===== config.mk =====
export PLATFORM = sky130hd
export DESIGN_NAME = matrix_ascii_parser_flat
export DESIGN_NICKNAME = d
export VERILOG_FILES = /design/src/rtl/matrix_pkg.sv /design/src/rtl/matrix_ascii_parser_if.sv /design/src/rtl/matrix_ascii_parser_accum.sv /design/src/rtl/matrix_ascii_parser.sv /design/src/flat_wrapper.sv
export SDC_FILE = /design/constraint.sdc
export NUM_CORES = 1
export LEC_CHECK = 0
export CAP_MARGIN = 20
export CORE_MARGIN = 4
export CORE_UTILIZATION = 28
export CTS_BUF_LIST = sky130_fd_sc_hd__clkbuf_4
export DETAILED_ROUTE_END_ITERATION = 12
export PLACE_DENSITY_LB_ADDON = 0.15
export SYNTH_ARGS = -nofsm -noshare
export SYNTH_HDL_FRONTEND = slang
export SYNTH_SLANG_ARGS = --single-unit

===== constraint.sdc =====
create_clock -name clk -period 7.45 [get_ports clk]
set_input_delay 0.745 -clock clk [delete_from_list [all_inputs] [get_ports clk]]
set_output_delay 0.745 -clock clk [all_outputs]
set_load 0.01 [all_outputs]

===== src/rtl/matrix_pkg.sv =====
// Shared constants and type encodings for the matrix ASCII parser slice.
package matrix_pkg;

  localparam int ELEM_WIDTH = 8;
  localparam int MAX_DIM    = 5;
  localparam int MAT_WIDTH  = MAX_DIM * MAX_DIM * ELEM_WIDTH;
  localparam int ACC_WIDTH  = 12;
  localparam int DIM_WIDTH  = 4;
  localparam int IDX_WIDTH  = 5;
  localparam int ELEM_MAX   = (1 << ELEM_WIDTH) - 1;

  localparam logic [7:0] ASCII_SPACE = 8'h20;
  localparam logic [7:0] ASCII_CR    = 8'h0D;
  localparam logic [7:0] ASCII_LF    = 8'h0A;
  localparam logic [7:0] ASCII_ZERO  = 8'h30;
  localparam logic [7:0] ASCII_NINE  = 8'h39;

  typedef enum logic [1:0] {
    ERR_BAD_CHAR = 2'd0,
    ERR_DIM      = 2'd1,
    ERR_OVF      = 2'd2
  } err_code_t;

  typedef enum logic [1:0] {
    ST_IDLE,
    ST_GET_M,
    ST_GET_N,
    ST_GET_E
  } parser_state_t;

endpackage


===== src/rtl/matrix_ascii_parser_if.sv =====
// Byte-stream input and parsed-matrix output bundle of the ASCII matrix parser.
interface matrix_ascii_parser_if;
  import matrix_pkg::*;

  logic                 start;
  logic                 rx_valid;
  logic [7:0]           rx_data;
  logic [DIM_WIDTH-1:0] m;
  logic [DIM_WIDTH-1:0] n;
  logic [MAT_WIDTH-1:0] out_matrix;
  logic                 busy;
  logic                 done;
  logic                 error;
  logic [1:0]           err_code;

  modport master (
    output start, rx_valid, rx_data,
    input  m, n, out_matrix, busy, done, error, err_code
  );

  modport slave (
    input  start, rx_valid, rx_data,
    output m, n, out_matrix, busy, done, error, err_code
  );

endinterface


===== src/rtl/matrix_ascii_parser_accum.sv =====
// Decimal token accumulator: classifies each byte, builds the running value
// and flags token ends, bad characters and element overflow.
module ascii_dec_accum
  import matrix_pkg::*;
(
  input  logic                 clk,
  input  logic                 rst,
  input  logic                 clear,
  input  logic                 enable,
  input  logic [7:0]           rx_data,
  output logic [ACC_WIDTH-1:0] acc,
  output logic                 is_bad,
  output logic                 token_end,
  output logic                 ovf
);

  logic                   have_digit;
  logic                   is_digit;
  logic                   is_delim;
  logic [3:0]             digit;
  logic [ACC_WIDTH+3:0]   acc_next;

  always_comb begin
    is_digit  = (rx_data >= ASCII_ZERO) && (rx_data <= ASCII_NINE);
    is_delim  = (rx_data == ASCII_SPACE) || (rx_data == ASCII_CR) || (rx_data == ASCII_LF);
    digit     = 4'(rx_data - ASCII_ZERO);
    // Computed wide so the overflow compare sees the true value before truncation
    acc_next  = (ACC_WIDTH+4)'(acc) * (ACC_WIDTH+4)'(10) + (ACC_WIDTH+4)'(digit);
    is_bad    = enable && !is_digit && !is_delim;
    token_end = enable && is_delim && have_digit;
    ovf       = enable && is_digit && (acc_next > (ACC_WIDTH+4)'(ELEM_MAX));
  end

  always_ff @(posedge clk or posedge rst) begin
    if (rst) begin
      acc        <= '0;
      have_digit <= 1'b0;
    end else if (clear) begin
      acc        <= '0;
      have_digit <= 1'b0;
    end else if (enable) begin
      if (is_digit) begin
        acc        <= acc_next[ACC_WIDTH-1:0];
        have_digit <= 1'b1;
      end else if (token_end) begin
        acc        <= '0;
        have_digit <= 1'b0;
      end
    end
  end

endmodule


===== src/rtl/matrix_ascii_parser.sv =====
// Parser FSM: turns "m n e0 e1 ..." ASCII text into dimensions plus a packed
// row-major matrix, with registered done/error pulses.
module matrix_ascii_parser
  import matrix_pkg::*;
(
  input  logic                 clk,
  input  logic                 rst,
  matrix_ascii_parser_if.slave bus
);

  parser_state_t        state_q, state_d;
  logic [DIM_WIDTH-1:0] m_q, m_d, n_q, n_d;
  logic [MAT_WIDTH-1:0] matrix_q, matrix_d;
  logic [IDX_WIDTH-1:0] k_q, k_d, total_q, total_d;
  logic                 busy_q, busy_d, done_q, done_d, error_q, error_d;
  logic [1:0]           err_q, err_d;

  logic [ACC_WIDTH-1:0] acc;
  logic                 acc_bad, token_end, acc_ovf, dim_ok, fail;
  err_code_t            fail_code;

  ascii_dec_accum u_accum (
    .clk       (clk),
    .rst       (rst),
    .clear     ((state_q == ST_IDLE) && bus.start),
    .enable    ((state_q != ST_IDLE) && bus.rx_valid),
    .rx_data   (bus.rx_data),
    .acc       (acc),
    .is_bad    (acc_bad),
    .token_end (token_end),
    .ovf       (acc_ovf)
  );

  always_comb begin
    state_d   = state_q;
    m_d       = m_q;
    n_d       = n_q;
    matrix_d  = matrix_q;
    k_d       = k_q;
    total_d   = total_q;
    busy_d    = busy_q;
    err_d     = err_q;
    done_d    = 1'b0;
    error_d   = 1'b0;
    fail      = 1'b0;
    fail_code = ERR_BAD_CHAR;
    dim_ok    = (acc >= ACC_WIDTH'(1)) && (acc <= ACC_WIDTH'(MAX_DIM));

    if (state_q == ST_IDLE) begin
      if (bus.start) begin
        matrix_d = '0;
        m_d      = '0;
        n_d      = '0;
        k_d      = '0;
        total_d  = '0;
        busy_d   = 1'b1;
        state_d  = ST_GET_M;
      end
    end else if (acc_bad) begin
      fail      = 1'b1;
      fail_code = ERR_BAD_CHAR;
    end else if ((state_q == ST_GET_E) && acc_ovf) begin
      fail      = 1'b1;
      fail_code = ERR_OVF;
    end else if (token_end) begin
      unique case (state_q)
        ST_GET_M: begin
          if (dim_ok) begin
            m_d     = acc[DIM_WIDTH-1:0];
            state_d = ST_GET_N;
          end else begin
            fail      = 1'b1;
            fail_code = ERR_DIM;
          end
        end
        ST_GET_N: begin
          if (dim_ok) begin
            n_d     = acc[DIM_WIDTH-1:0];
            total_d = IDX_WIDTH'(m_q) * IDX_WIDTH'(acc[DIM_WIDTH-1:0]);
            k_d     = '0;
            state_d = ST_GET_E;
          end else begin
            fail      = 1'b1;
            fail_code = ERR_DIM;
          end
        end
        ST_GET_E: begin
          matrix_d[k_q*ELEM_WIDTH +: ELEM_WIDTH] = acc[ELEM_WIDTH-1:0];
          k_d = k_q + IDX_WIDTH'(1);
          if (k_q + IDX_WIDTH'(1) == total_q) begin
            done_d  = 1'b1;
            busy_d  = 1'b0;
            state_d = ST_IDLE;
          end
        end
        default: ;
      endcase
    end

    // Any abort leaves dims and partial matrix as written
    if (fail) begin
      error_d = 1'b1;
      err_d   = fail_code;
      busy_d  = 1'b0;
      state_d = ST_IDLE;
    end
  end

  always_ff @(posedge clk or posedge rst) begin
    if (rst) begin
      state_q  <= ST_IDLE;
      m_q      <= '0;
      n_q      <= '0;
      matrix_q <= '0;
      k_q      <= '0;
      total_q  <= '0;
      busy_q   <= 1'b0;
      done_q   <= 1'b0;
      error_q  <= 1'b0;
      err_q    <= '0;
    end else begin
      state_q  <= state_d;
      m_q      <= m_d;
      n_q      <= n_d;
      matrix_q <= matrix_d;
      k_q      <= k_d;
      total_q  <= total_d;
      busy_q   <= busy_d;
      done_q   <= done_d;
      error_q  <= error_d;
      err_q    <= err_d;
    end
  end

  assign bus.m          = m_q;
  assign bus.n          = n_q;
  assign bus.out_matrix = matrix_q;
  assign bus.busy       = busy_q;
  assign bus.done       = done_q;
  assign bus.error      = error_q;
  assign bus.err_code   = err_q;

endmodule


===== src/flat_wrapper.sv =====
// flat-port wrapper written by rule: the top's interface ports become plain ports
module matrix_ascii_parser_flat import matrix_pkg::*;
  (clk, rst, bus_start, bus_rx_valid, bus_rx_data, bus_m, bus_n, bus_out_matrix, bus_busy, bus_done, bus_error, bus_err_code);
  matrix_ascii_parser_if bus_i ();
  input  logic clk;
  input  logic rst;
  input wire logic [$bits(bus_i.start)-1:0] bus_start;
  input wire logic [$bits(bus_i.rx_valid)-1:0] bus_rx_valid;
  input wire logic [$bits(bus_i.rx_data)-1:0] bus_rx_data;
  output wire logic [$bits(bus_i.m)-1:0] bus_m;
  output wire logic [$bits(bus_i.n)-1:0] bus_n;
  output wire logic [$bits(bus_i.out_matrix)-1:0] bus_out_matrix;
  output wire logic [$bits(bus_i.busy)-1:0] bus_busy;
  output wire logic [$bits(bus_i.done)-1:0] bus_done;
  output wire logic [$bits(bus_i.error)-1:0] bus_error;
  output wire logic [$bits(bus_i.err_code)-1:0] bus_err_code;
  assign bus_i.start = bus_start;
  assign bus_i.rx_valid = bus_rx_valid;
  assign bus_i.rx_data = bus_rx_data;
  assign bus_m = bus_i.m;
  assign bus_n = bus_i.n;
  assign bus_out_matrix = bus_i.out_matrix;
  assign bus_busy = bus_i.busy;
  assign bus_done = bus_i.done;
  assign bus_error = bus_i.error;
  assign bus_err_code = bus_i.err_code;
  matrix_ascii_parser u_core (.clk(clk), .rst(rst), .bus(bus_i));
endmodule

==> reports/metrics.cfg, run 1 <==
[die]
initial_core_util_pct=28.37
io_pins=225
die_area_um2=41360
die_y_um=203.4
die_w_um=203.4
floorplan.rows=71
core_um2=37670

[clocking]
cts_root_buf=clkbuf_4
htree_levels=3
cts_resized=0
insertion_delay_ns=0.70
cts.clk_slew.worst_paths_ns=0.06
cts_tree=built
post-cts-setup-buffers=0
numCtsBuffers=69
cts_sinks=238
cts.path.max_buffers=3
postCtsHoldBufs=0

[synth]
synth_compound_area_share_pct=16.69
ys_seq_area_share_pct=55.72
synth-xor-area-share_pct=1.885
postSynthAreaPerCell_um2=9.620
synthesis.nets=1164
synth_warnings=0
synth_fa_ha_area_share_pct=5.151
synth_flop_cell=dfrtp_1
synth_area_um2=10690
muxShareOfSynthArea_pct=1.136
async_reset_ff_share_pct=100.0
synth_edf_count=0
synth_top_family_by_area=simple AND/OR/NAND/NOR gates
yosysUniqueCellTypes=57
synth-simple-area-share_pct=17.14
synthCells=1111
synth_seq_cells=238

[power]
power_density_nw_per_um2=212.6
vdd_ir_drop_max_mv=0.1092
report.power.total_mw=3.052
power.leakage_nw=6.128

[finish]
drive_gt1_share_pct=10.11
final_common_cell=nand2_1
area_delta_synth_final_pct=34.29
postLayoutCoreUtil_pct=38.10
nets=1426
fillCellCount=3890
ff_latch_area_um2=5956
layout_common_cells=nand2_1 (261), dfrtp_1 (238), clkdlybuf4s50_1 (224), o21ai_0 (223), clkbuf_4 (100)
multi_input_area_um2=4494

[grt]
grt_pass1_vias=9453
overflow=0
grt_pass1_wl_um=57310
grt_use_total_pct=17.86
grt_max_degree=105
antenna_found_initial=2

[setup_path]
crit_fanout=13
worstPathArrival_ns=4.76
cp-startpoint=u_core.u_accum.acc[1]$_DFFE_PP0P_
regToRegEndpoint=u_core.state_q[0]$_DFFE_PP0P_
r2r_setup_slack_ns=3.24
path_class=flip-flop to flip-flop
cp_cell_sequence=ha_1, ha_1, fa_1, a211oi_1, nor2_1, o311ai_2, nand4_1, or2_2, a211oi_1, a31oi_1, a2111oi_0
rr_startpoint=u_core.u_accum.acc[1]$_DFFE_PP0P_
reg2regPathDepth=11
end_kind=flip-flop
slowest_delay_ns=0.70
endpoint=u_core.state_q[0]$_DFFE_PP0P_
critPathLaunchType=flip-flop
required_ns=8.00
crit_slowest_cell=dfrtp_1

[routing]
drtPass1Iterations=4
routed-via-count=9238
drtIter0Drc=482
ant_nets=0
routed_wirelength_um=37260
wire_per_inst_um=19.34
detail_route.drc_violations=0
routed_via_density=4.794

[timing]
worst_slew_pin_slew_ns=1.005
fmax_mhz=237.5
rsz0062_at_grt=false
whs_ns=0.4775
setup_violations=0
clock_skew_ns=0.03107
slew_headroom_pct=33.01
setup_ws_ns=3.240
period_needed_ns=4.210
hold_viol=0
fin_setup_tns_ns=0
finalCritPeriodShare_pct=56.52
drv_slew=0

[status]
status=finished clean

[min_path]
holdCritPathClass=flip-flop to flip-flop
whs_path_depth=2

[place]
hpwl_um=26230
place_ws_ns=3.001
gp_congestion=0.7754
portBuffers=224

[flow_run]
cap_viol_max_count=0

flip-flops by register name, indices dropped and copies added, names as in the netlist, 2 cells and up:
signal / cells
u_core.bus.m: 4
u_core.u_accum.acc: 12
u_core.bus.n: 4
u_core.total_q: 5
u_core.state_q: 2
u_core.k_q: 5
u_core.bus.out_matrix: 200
u_core.bus.err_code: 2
how the worst min path moves through the flow:
stage / startpoint / end / slack (ns)
after global placement: u_core.bus.out_matrix[88]$_DFFE_PP0P_ / u_core.bus.out_matrix[88]$_DFFE_PP0P_ / 0.46
after CTS: u_core.bus.out_matrix[136]$_DFFE_PP0P_ / u_core.bus.out_matrix[136]$_DFFE_PP0P_ / 0.48
after global routing: u_core.bus.out_matrix[32]$_DFFE_PP0P_ / u_core.bus.out_matrix[32]$_DFFE_PP0P_ / 0.50
final: u_core.bus.out_matrix[63]$_DFFE_PP0P_ / u_core.bus.out_matrix[63]$_DFFE_PP0P_ / 0.48
after floorplan: u_core.u_accum.have_digit$_DFFE_PP0P_ / u_core.u_accum.have_digit$_DFFE_PP0P_ / 0.47
after detailed placement: u_core.bus.err_code[1]$_DFFE_PP0P_ / u_core.bus.err_code[1]$_DFFE_PP0P_ / 0.47
cells by family after synthesis:
logic type	after synthesis
AOI/OAI and AO/OA	319
xor gates and xnor gates	23
adders and majority gates	41
and+or+nand+nor	416
buffers and inverters	63
muxes	11
DFF	238
worst max-delay path: cells and delay by family, from the launching register on:
kind,cells,cell delay (ns)
compound gates,5,1.61
fa+ha+maj,3,0.99
simple gates,3,0.75
flops,1,0.70
metrics by stage:
stage / area (um^2) / instances
6_report: 14350 / 1927
4_1_cts: 14350 / 1925
2_1_floorplan: 10690 / 1111
5_1_grt: 14350 / 1927
3_3_place_gp: 13490 / 1812
3_5_place_dp: 13510 / 1813
metal layers:
| metal | wire length, um | global-route usage (%) |
|---|---|---|
| met1 | 17000 | 24.31 |
| met5 | 0 | 0 |
| met4 | 828 | 5.565 |
| met3 | 2332 | 4.532 |
| met2 | 17100 | 28.19 |
layout make-up:
class / count / share of cell area [%]
antenna: 2 / 0.03487
clock buffer: 100 / 5.231
clock inverter: 12 / 0.5841
inverter: 19 / 0.5492
multi-input combinational: 810 / 31.31
sequential: 238 / 41.50
tap: 511 / 4.455
timing repair buffer: 235 / 16.34
cell usage after synthesis (3+ instances only):
cell type	number	area, um^2
nand2b_1	9	56.30
or2_2	3	18.77
and2_1	12	75.07
a22oi_1	10	75.07
a21o_1	7	52.55
nand4_1	6	37.54
a21oi_1	11	55.05
nor2b_1	10	62.56
inv_1	19	71.32
nor3_1	10	50.05
clkbuf_1	38	142.6
a211oi_1	8	60.06
nand3_1	23	115.1
xor2_1	9	78.83
nor4_1	5	31.28
o21ai_0	223	1116
o211ai_1	3	22.52
nor3b_1	3	22.52
o21ai_1	27	135.1
fa_1	5	100.1
nand2_1	261	979.7
and3_1	3	18.77
ha_1	36	450.4
nand3b_1	3	22.52
a211o_1	6	52.55
a41oi_1	3	26.28
nor2_1	52	195.2
mux2_2	9	101.4
dfrtp_1	238	5956
xnor2_1	14	122.6
nand2_2	4	25.02
buf_1	3	11.26
a22o_1	3	26.28
power breakdown:
group          switching [mW]  internal, mW  total (mW)
sequential             0.0313          1.31        1.34
clock                   0.550         0.644        1.19
combinational           0.394         0.120       0.514
Power figures use the tool's default switching activity.
==> run 2, diff against run 1 <==
==> constraint.sdc (replaced) <==
create_clock -name clk -period 3.8 [get_ports clk]
set_input_delay 0.38 -clock clk [delete_from_list [all_inputs] [get_ports clk]]
set_output_delay 0.38 -clock clk [all_outputs]
set_load 0.01 [all_outputs]
==> reports/metrics.cfg, run 2 (synthesis gave the netlist of run 1 again) <==
[die]
floorplan.rows=71  ; unchanged
initial_core_util_pct=28.37  ; unchanged
die_area_um2=41360  ; unchanged
die_w_um=203.4  ; unchanged
io_pins=225  ; unchanged
die_y_um=203.4  ; unchanged
core_um2=37670  ; unchanged

[grt]
grt_use_total_pct=18.08  ; was 17.86%
antenna_found_initial=1  ; was 2
grt_pass1_wl_um=57790  ; was 57310 um
grt_pass1_vias=9402  ; was 9453
grt_max_degree=186  ; was 105
overflow=0  ; unchanged

[clocking]
numCtsBuffers=72  ; was 69
cts.clk_slew.worst_paths_ns=0.07  ; was 0.06 ns
cts_tree=built  ; unchanged
cts_root_buf=clkbuf_4  ; unchanged
insertion_delay_ns=0.73  ; was 0.70 ns
cts_sinks=238  ; unchanged
cts.path.max_buffers=3  ; unchanged
htree_levels=3  ; unchanged

[setup_path]
r2r_setup_slack_ns=0.23  ; was 3.24 ns
critPathLaunchType=flip-flop  ; unchanged
reg2regPathDepth=10  ; was 11
regToRegEndpoint=u_core.state_q[0]$_DFFE_PP0P_  ; unchanged
end_kind=flip-flop  ; unchanged
path_class=flip-flop to flip-flop  ; unchanged
rr_startpoint=u_core.u_accum.acc[5]$_DFFE_PP0P_  ; was u_core.u_accum.acc[1]$_DFFE_PP0P_
cp-startpoint=u_core.u_accum.acc[5]$_DFFE_PP0P_  ; was u_core.u_accum.acc[1]$_DFFE_PP0P_
endpoint=u_core.state_q[0]$_DFFE_PP0P_  ; unchanged
worstPathArrival_ns=4.15  ; was 4.76 ns
required_ns=4.39  ; was 8.00 ns
crit_fanout=6  ; was 13

[routing]
ant_nets=0  ; unchanged
drtPass1Iterations=4  ; unchanged
wire_per_inst_um=19.30  ; was 19.34 um
routed-via-count=9301  ; was 9238
routed_via_density=4.736  ; was 4.794
drtIter0Drc=382  ; was 482
routed_wirelength_um=37900  ; was 37260 um
detail_route.drc_violations=0  ; unchanged

[place]
hpwl_um=25810  ; was 26230 um
gp_congestion=0.7985  ; was 0.7754
portBuffers=224  ; unchanged
placed_cell_area_um2=13640  ; was 13510 um^2

[timing]
fin_setup_tns_ns=0  ; unchanged
clock_skew_ns=0.03459  ; was 0.03107 ns
rsz0062_at_grt=false  ; unchanged
fmax_mhz=280.4  ; was 237.5 MHz
setup_violations=0  ; unchanged
worst_slew_pin_slew_ns=1.138  ; was 1.005 ns
slew_headroom_pct=24.15  ; was 33.01%
finalCritPeriodShare_pct=93.86  ; was 56.52%
drv_slew=0  ; unchanged
hold_viol=0  ; unchanged
period_needed_ns=3.567  ; was 4.210 ns

[power]
power.leakage_nw=6.306  ; was 6.128 nW
power_density_nw_per_um2=439.2  ; was 212.6 nW/um^2
pwr-share-clk_pct=41.4  ; was 39.1%
intPower_mw=4.373  ; was 2.077 mW
pwr-share-comb_pct=18.1  ; was 16.8%
vdd_ir_drop_max_mv=0.2552  ; was 0.1092 mV
power_switching_mw=2.072  ; was 0.9750 mW
netSwitchingFraction_pct=32.15  ; was 31.95%
seq_power_share_pct=40.5  ; was 44.0%

[min_path]
holdCritPathClass=primary input to asynchronous set/reset pin  ; was flip-flop to flip-flop

[finish]
largest_reg_flops=200  ; unchanged
ff_latch_area_um2=5956  ; unchanged
fillCellCount=3878  ; was 3890
fin_area_um2=14670  ; was 14350 um^2
drive_gt1_share_pct=12.34  ; was 10.11%
area_delta_synth_final_pct=37.29  ; was 34.29%
final_common_cell=nand2_1  ; unchanged
nets=1450  ; was 1426
layout_common_cells=nand2_1 (261), dfrtp_1 (238), clkdlybuf4s50_1 (224), o21ai_0 (223), clkbuf_4 (108)  ; was nand2_1 (261), dfrtp_1 (238), clkdlybuf4s50_1 (224), o21ai_0 (223), clkbuf_4 (100)
multi_input_area_um2=4523  ; was 4494 um^2

[flow_run]
cap_viol_max_count=0  ; unchanged

[status]
status=finished clean  ; unchanged

## run 2: cell types whose count changed in the layout (fill, tap and decap cells not counted), sizes merged
cell,delta
buf,+21
clkbuf,+8
clkinv,+7
bufinv,+2
inv,-1
## run 2: what timing repair did
action                     CTS  global route
setup endpoints to repair    0             6
setup buffers                0             2
hold endpoints to repair     0             0
gates resized for setup      0             6
hold buffers                 0             0
## run 2: worst min-delay path by stage
| stage | slack [ns] | cells past startpoint | end | startpoint |
|---|---|---|---|---|
| global placement | 0.46 | 2 | u_core.bus.out_matrix[17]$_DFFE_PP0P_ | u_core.bus.out_matrix[17]$_DFFE_PP0P_ |
| detailed placement | 0.47 | 2 | u_core.bus.out_matrix[141]$_DFFE_PP0P_ | u_core.bus.out_matrix[141]$_DFFE_PP0P_ |
| floorplan | 0.47 | 2 | u_core.u_accum.have_digit$_DFFE_PP0P_ | u_core.u_accum.have_digit$_DFFE_PP0P_ |
| CTS | 0.20 | 3 | u_core.bus.out_matrix[39]$_DFFE_PP0P_ | rst |
| global route | 0.29 | 3 | u_core.bus.out_matrix[33]$_DFFE_PP0P_ | rst |
| finish | 0.26 | 3 | u_core.bus.out_matrix[33]$_DFFE_PP0P_ | rst |
## run 2: layer usage
metal | wire, um | share of wire (%) | up-vias | GRT usage [%]
li1 | - | - | 4460 | -
met1 | 17380 | 46 | 4493 | 24.51
met2 | 17510 | 46 | 274 | 28.59
met3 | 2000 | 5.3 | 74 | 4.007
met4 | 1009 | 2.7 | 0 | 6.649
met5 | 0 | 0 | - | 0
## run 2: power by group through the flow
stage / clock (mW) / sequential (mW) / combinational, mW
2_1_floorplan: 0 / 2.66 / 0.667
4_1_cts: 2.77 / 2.61 / 1.17
3_5_place_dp: 0 / 2.65 / 1.17
6_report: 2.67 / 2.61 / 1.17
3_3_place_gp: 0 / 2.65 / 1.17
5_1_grt: 2.92 / 2.61 / 1.26
## run 2: area by class of cell
type | count | area share (%)
multi-input combinational | 810 | 30.83
tap | 511 | 4.357
inverter | 19 | 0.5116
clock inverter | 20 | 1.151
antenna | 2 | 0.03411
sequential | 238 | 40.59
clock buffer | 108 | 5.526
timing repair buffer | 256 | 17.00
## run 2: worst max-delay path, cell delays in order, from the launching register on
cell and delay (ns):
dfrtp_1 0.45, ha_1 0.30, ha_1 0.40, and3_1 0.23, a221oi_2 0.35, xnor2_1 0.26
nand4_1 0.26, or2_2 0.36, a211oi_1 0.28, a31oi_2 0.21, a2111oi_1 0.35
## run 2: stage by stage
| step | std cells | util, % | total power [mW] | hold WS (ns) | worst slack, ns |
|---|---|---|---|---|---|
| after detailed placement | 1832 | 36.22 | 3.820 | 0.4690 | 0.1165 |
| final | 1964 | 38.96 | 6.445 | 0.2647 | 0.2334 |
| after CTS | 1960 | 38.83 | 6.552 | 0.2035 | 0.08900 |
| after floorplan | 1111 | - | 3.326 | 0.4696 | 0.3001 |
| after global routing | 1963 | 38.95 | 6.794 | 0.2895 | 0.02084 |
| after global placement | 1832 | 36.22 | 3.828 | 0.4613 | 0.1904 |
==> run 3, diff against run 2 <==
--- a/config.mk
+++ b/config.mk
@@ -7,7 +7,7 @@
 export LEC_CHECK = 0
 export CAP_MARGIN = 20
 export CORE_MARGIN = 4
-export CORE_UTILIZATION = 28
+export CORE_UTILIZATION = 48
 export CTS_BUF_LIST = sky130_fd_sc_hd__clkbuf_4
 export DETAILED_ROUTE_END_ITERATION = 12
 export PLACE_DENSITY_LB_ADDON = 0.15
==> reports/metrics.cfg, run 3 (synthesis gave the netlist of run 1 again) <==
[power]
power_switching_mw=1.807  ; was 2.072 mW
pwr-share-clk_pct=36.8  ; was 41.4%
intPower_mw=4.018  ; was 4.373 mW
pwr-share-comb_pct=18.4  ; was 18.1%
seq_power_share_pct=44.8  ; was 40.5%
vdd_ir_drop_max_mv=0.2718  ; was 0.2552 mV
power.leakage_nw=6.208  ; was 6.306 nW
power_density_nw_per_um2=410.0  ; was 439.2 nW/um^2
netSwitchingFraction_pct=31.03  ; was 32.15%

[clocking]
cts.clk_slew.worst_paths_ns=0.07  ; about the same
cts_root_buf=clkbuf_4  ; unchanged
insertion_delay_ns=0.69  ; was 0.73 ns
cts.path.max_buffers=3  ; unchanged
cts_tree=built  ; unchanged
cts_sinks=238  ; unchanged
numCtsBuffers=61  ; was 72
postCtsHoldBufs=0  ; unchanged
htree_levels=2  ; was 3

[timing]
setup_violations=0  ; unchanged
rsz0062_at_grt=false  ; unchanged
drv_slew=0  ; unchanged
fin_setup_tns_ns=0  ; unchanged
fmax_mhz=281.3  ; was 280.4 MHz
period_needed_ns=3.555  ; was 3.567 ns
clock_skew_ns=0.03660  ; was 0.03459 ns
hold_viol=0  ; unchanged
worst_slew_pin_slew_ns=0.8141  ; was 1.138 ns
slew_headroom_pct=45.43  ; was 24.15%
finalCritPeriodShare_pct=93.56  ; was 93.86%

[finish]
area_delta_synth_final_pct=32.96  ; was 37.29%
drive_gt1_share_pct=11.57  ; was 12.34%
fin_area_um2=14210  ; was 14670 um^2
postLayoutCoreUtil_pct=64.91  ; was 38.96%
layout_common_cells=nand2_1 (261), dfrtp_1 (238), clkdlybuf4s50_1 (224), o21ai_0 (223), clkbuf_4 (91)  ; was nand2_1 (261), dfrtp_1 (238), clkdlybuf4s50_1 (224), o21ai_0 (223), clkbuf_4 (108)
final_common_cell=nand2_1  ; unchanged
nets=1443  ; was 1450
fillCellCount=1881  ; was 3878
largest_reg_flops=200  ; unchanged

[routing]
routed-via-count=9340  ; was 9301
drtIter0Drc=564  ; was 382
routed_via_density=5.472  ; was 4.736
ant_nets=0  ; unchanged
wire_per_inst_um=18.90  ; was 19.30 um
detail_route.drc_violations=0  ; unchanged
drtPass1Iterations=5  ; was 4
routed_wirelength_um=32270  ; was 37900 um

[setup_path]
cp_top_family=compound AO/OA/AOI/OAI gates  ; unchanged
path_class=flip-flop to flip-flop  ; unchanged
worstPathArrival_ns=4.10  ; was 4.15 ns
regToRegEndpoint=u_core.state_q[0]$_DFFE_PP0P_  ; unchanged
cp_common_cell=ha_1  ; unchanged
critPathLaunchType=flip-flop  ; unchanged
crit_fanout=6  ; unchanged
crit_slowest_cell=dfrtp_1  ; unchanged
end_kind=flip-flop  ; unchanged
slowest_delay_ns=0.48  ; was 0.45 ns
worst-path-buf-inv=1  ; was 0
required_ns=4.34  ; was 4.39 ns
r2r_setup_slack_ns=0.24  ; was 0.23 ns
cp_cell_sequence=ha_1, ha_1, and3_1, a221oi_1, xnor2_1, nand4_1, buf_4, nor3_2, mux2i_2, a31oi_4, a2111oi_1  ; was ha_1, ha_1, and3_1, a221oi_2, xnor2_1, nand4_1, or2_2, a211oi_1, a31oi_2, a2111oi_1
reg2regPathDepth=11  ; was 10
rr_startpoint=u_core.u_accum.acc[5]$_DFFE_PP0P_  ; unchanged

[die]
die_y_um=157.2  ; was 203.4 um
core_um2=21890  ; was 37670 um^2
die_area_um2=24720  ; was 41360 um^2
initial_core_util_pct=48.82  ; was 28.37%
floorplan.rows=54  ; was 71
io_pins=225  ; unchanged
die_w_um=157.2  ; was 203.4 um

[grt]
overflow=0  ; unchanged
antenna_found_initial=1  ; unchanged
grt_max_degree=109  ; was 186
grt_use_total_pct=26.17  ; was 18.08%
grt_pass1_wl_um=51030  ; was 57790 um
grt_pass1_vias=9374  ; was 9402

[min_path]
holdCritPathClass=primary input to asynchronous set/reset pin  ; unchanged

[place]
gp_congestion=0.8529  ; was 0.7985
placed_cell_area_um2=13410  ; was 13640 um^2
hpwl_um=22600  ; was 25810 um
portBuffers=224  ; unchanged

[flow_run]
cap_viol_max_count=0  ; unchanged

[status]
status=finished clean  ; unchanged

## run 3: worst max-delay path by stage
stage | from | end | depth (start not counted)
floorplan | rst | u_core.bus.busy$_DFFE_PP0P_ | 1
global placement | bus_rx_data[2] | u_core.bus.out_matrix[72]$_DFFE_PP0P_ | 9
detailed placement | bus_rx_data[2] | u_core.bus.out_matrix[72]$_DFFE_PP0P_ | 9
CTS | u_core.u_accum.acc[3]$_DFFE_PP0P_ | u_core.state_q[0]$_DFFE_PP0P_ | 11
global route | u_core.u_accum.acc[1]$_DFFE_PP0P_ | u_core.state_q[0]$_DFFE_PP0P_ | 12
finish | u_core.u_accum.acc[5]$_DFFE_PP0P_ | u_core.state_q[0]$_DFFE_PP0P_ | 11
## run 3: area by class of cell
type,count,area (um^2),area share [%]
Tap cell,280,350.3,2.465
Timing Repair Buffer,260,2537,17.86
Antenna cell,1,2.502,0.01761
Clock inverter,8,71.32,0.5019
Clock buffer,91,683.2,4.808
Inverter,19,75.07,0.5283
Sequential cell,238,5956,41.91
Multi-Input combinational cell,810,4534,31.91
## run 3: what timing repair did
item	in CTS	in global routing
setup endpoints to repair	0	5
setup buffers	0	1
resized for setup	0	8
## run 3: power groups by stage
stage          Clock [mW]  Combinational, mW  Sequential [mW]
6_report             2.14               1.07             2.61
5_1_grt              2.34               1.17             2.61
4_1_cts              2.19               1.06             2.61
3_5_place_dp            0               1.05             2.65
3_3_place_gp            0               1.05             2.65
2_1_floorplan           0              0.667             2.66
## run 3: metrics by stage
step	instances	power (mW)	setup WS [ns]	hold WS [ns]
2_1_floorplan	1111	3.326	0.3001	0.4696
3_3_place_gp	1606	3.702	0.1426	0.4616
3_5_place_dp	1606	3.707	0.09247	0.4691
4_1_cts	1705	5.856	0.09290	0.01661
5_1_grt	1707	6.125	0.009272	0.04221
6_report	1707	5.825	0.2449	0.05241
## run 3: layer usage
layer	GRT usage, %	wire [um]
met4	8.808	899
met1	35.09	13810
met3	4.674	1944
met2	43.37	15610
met5	0	0
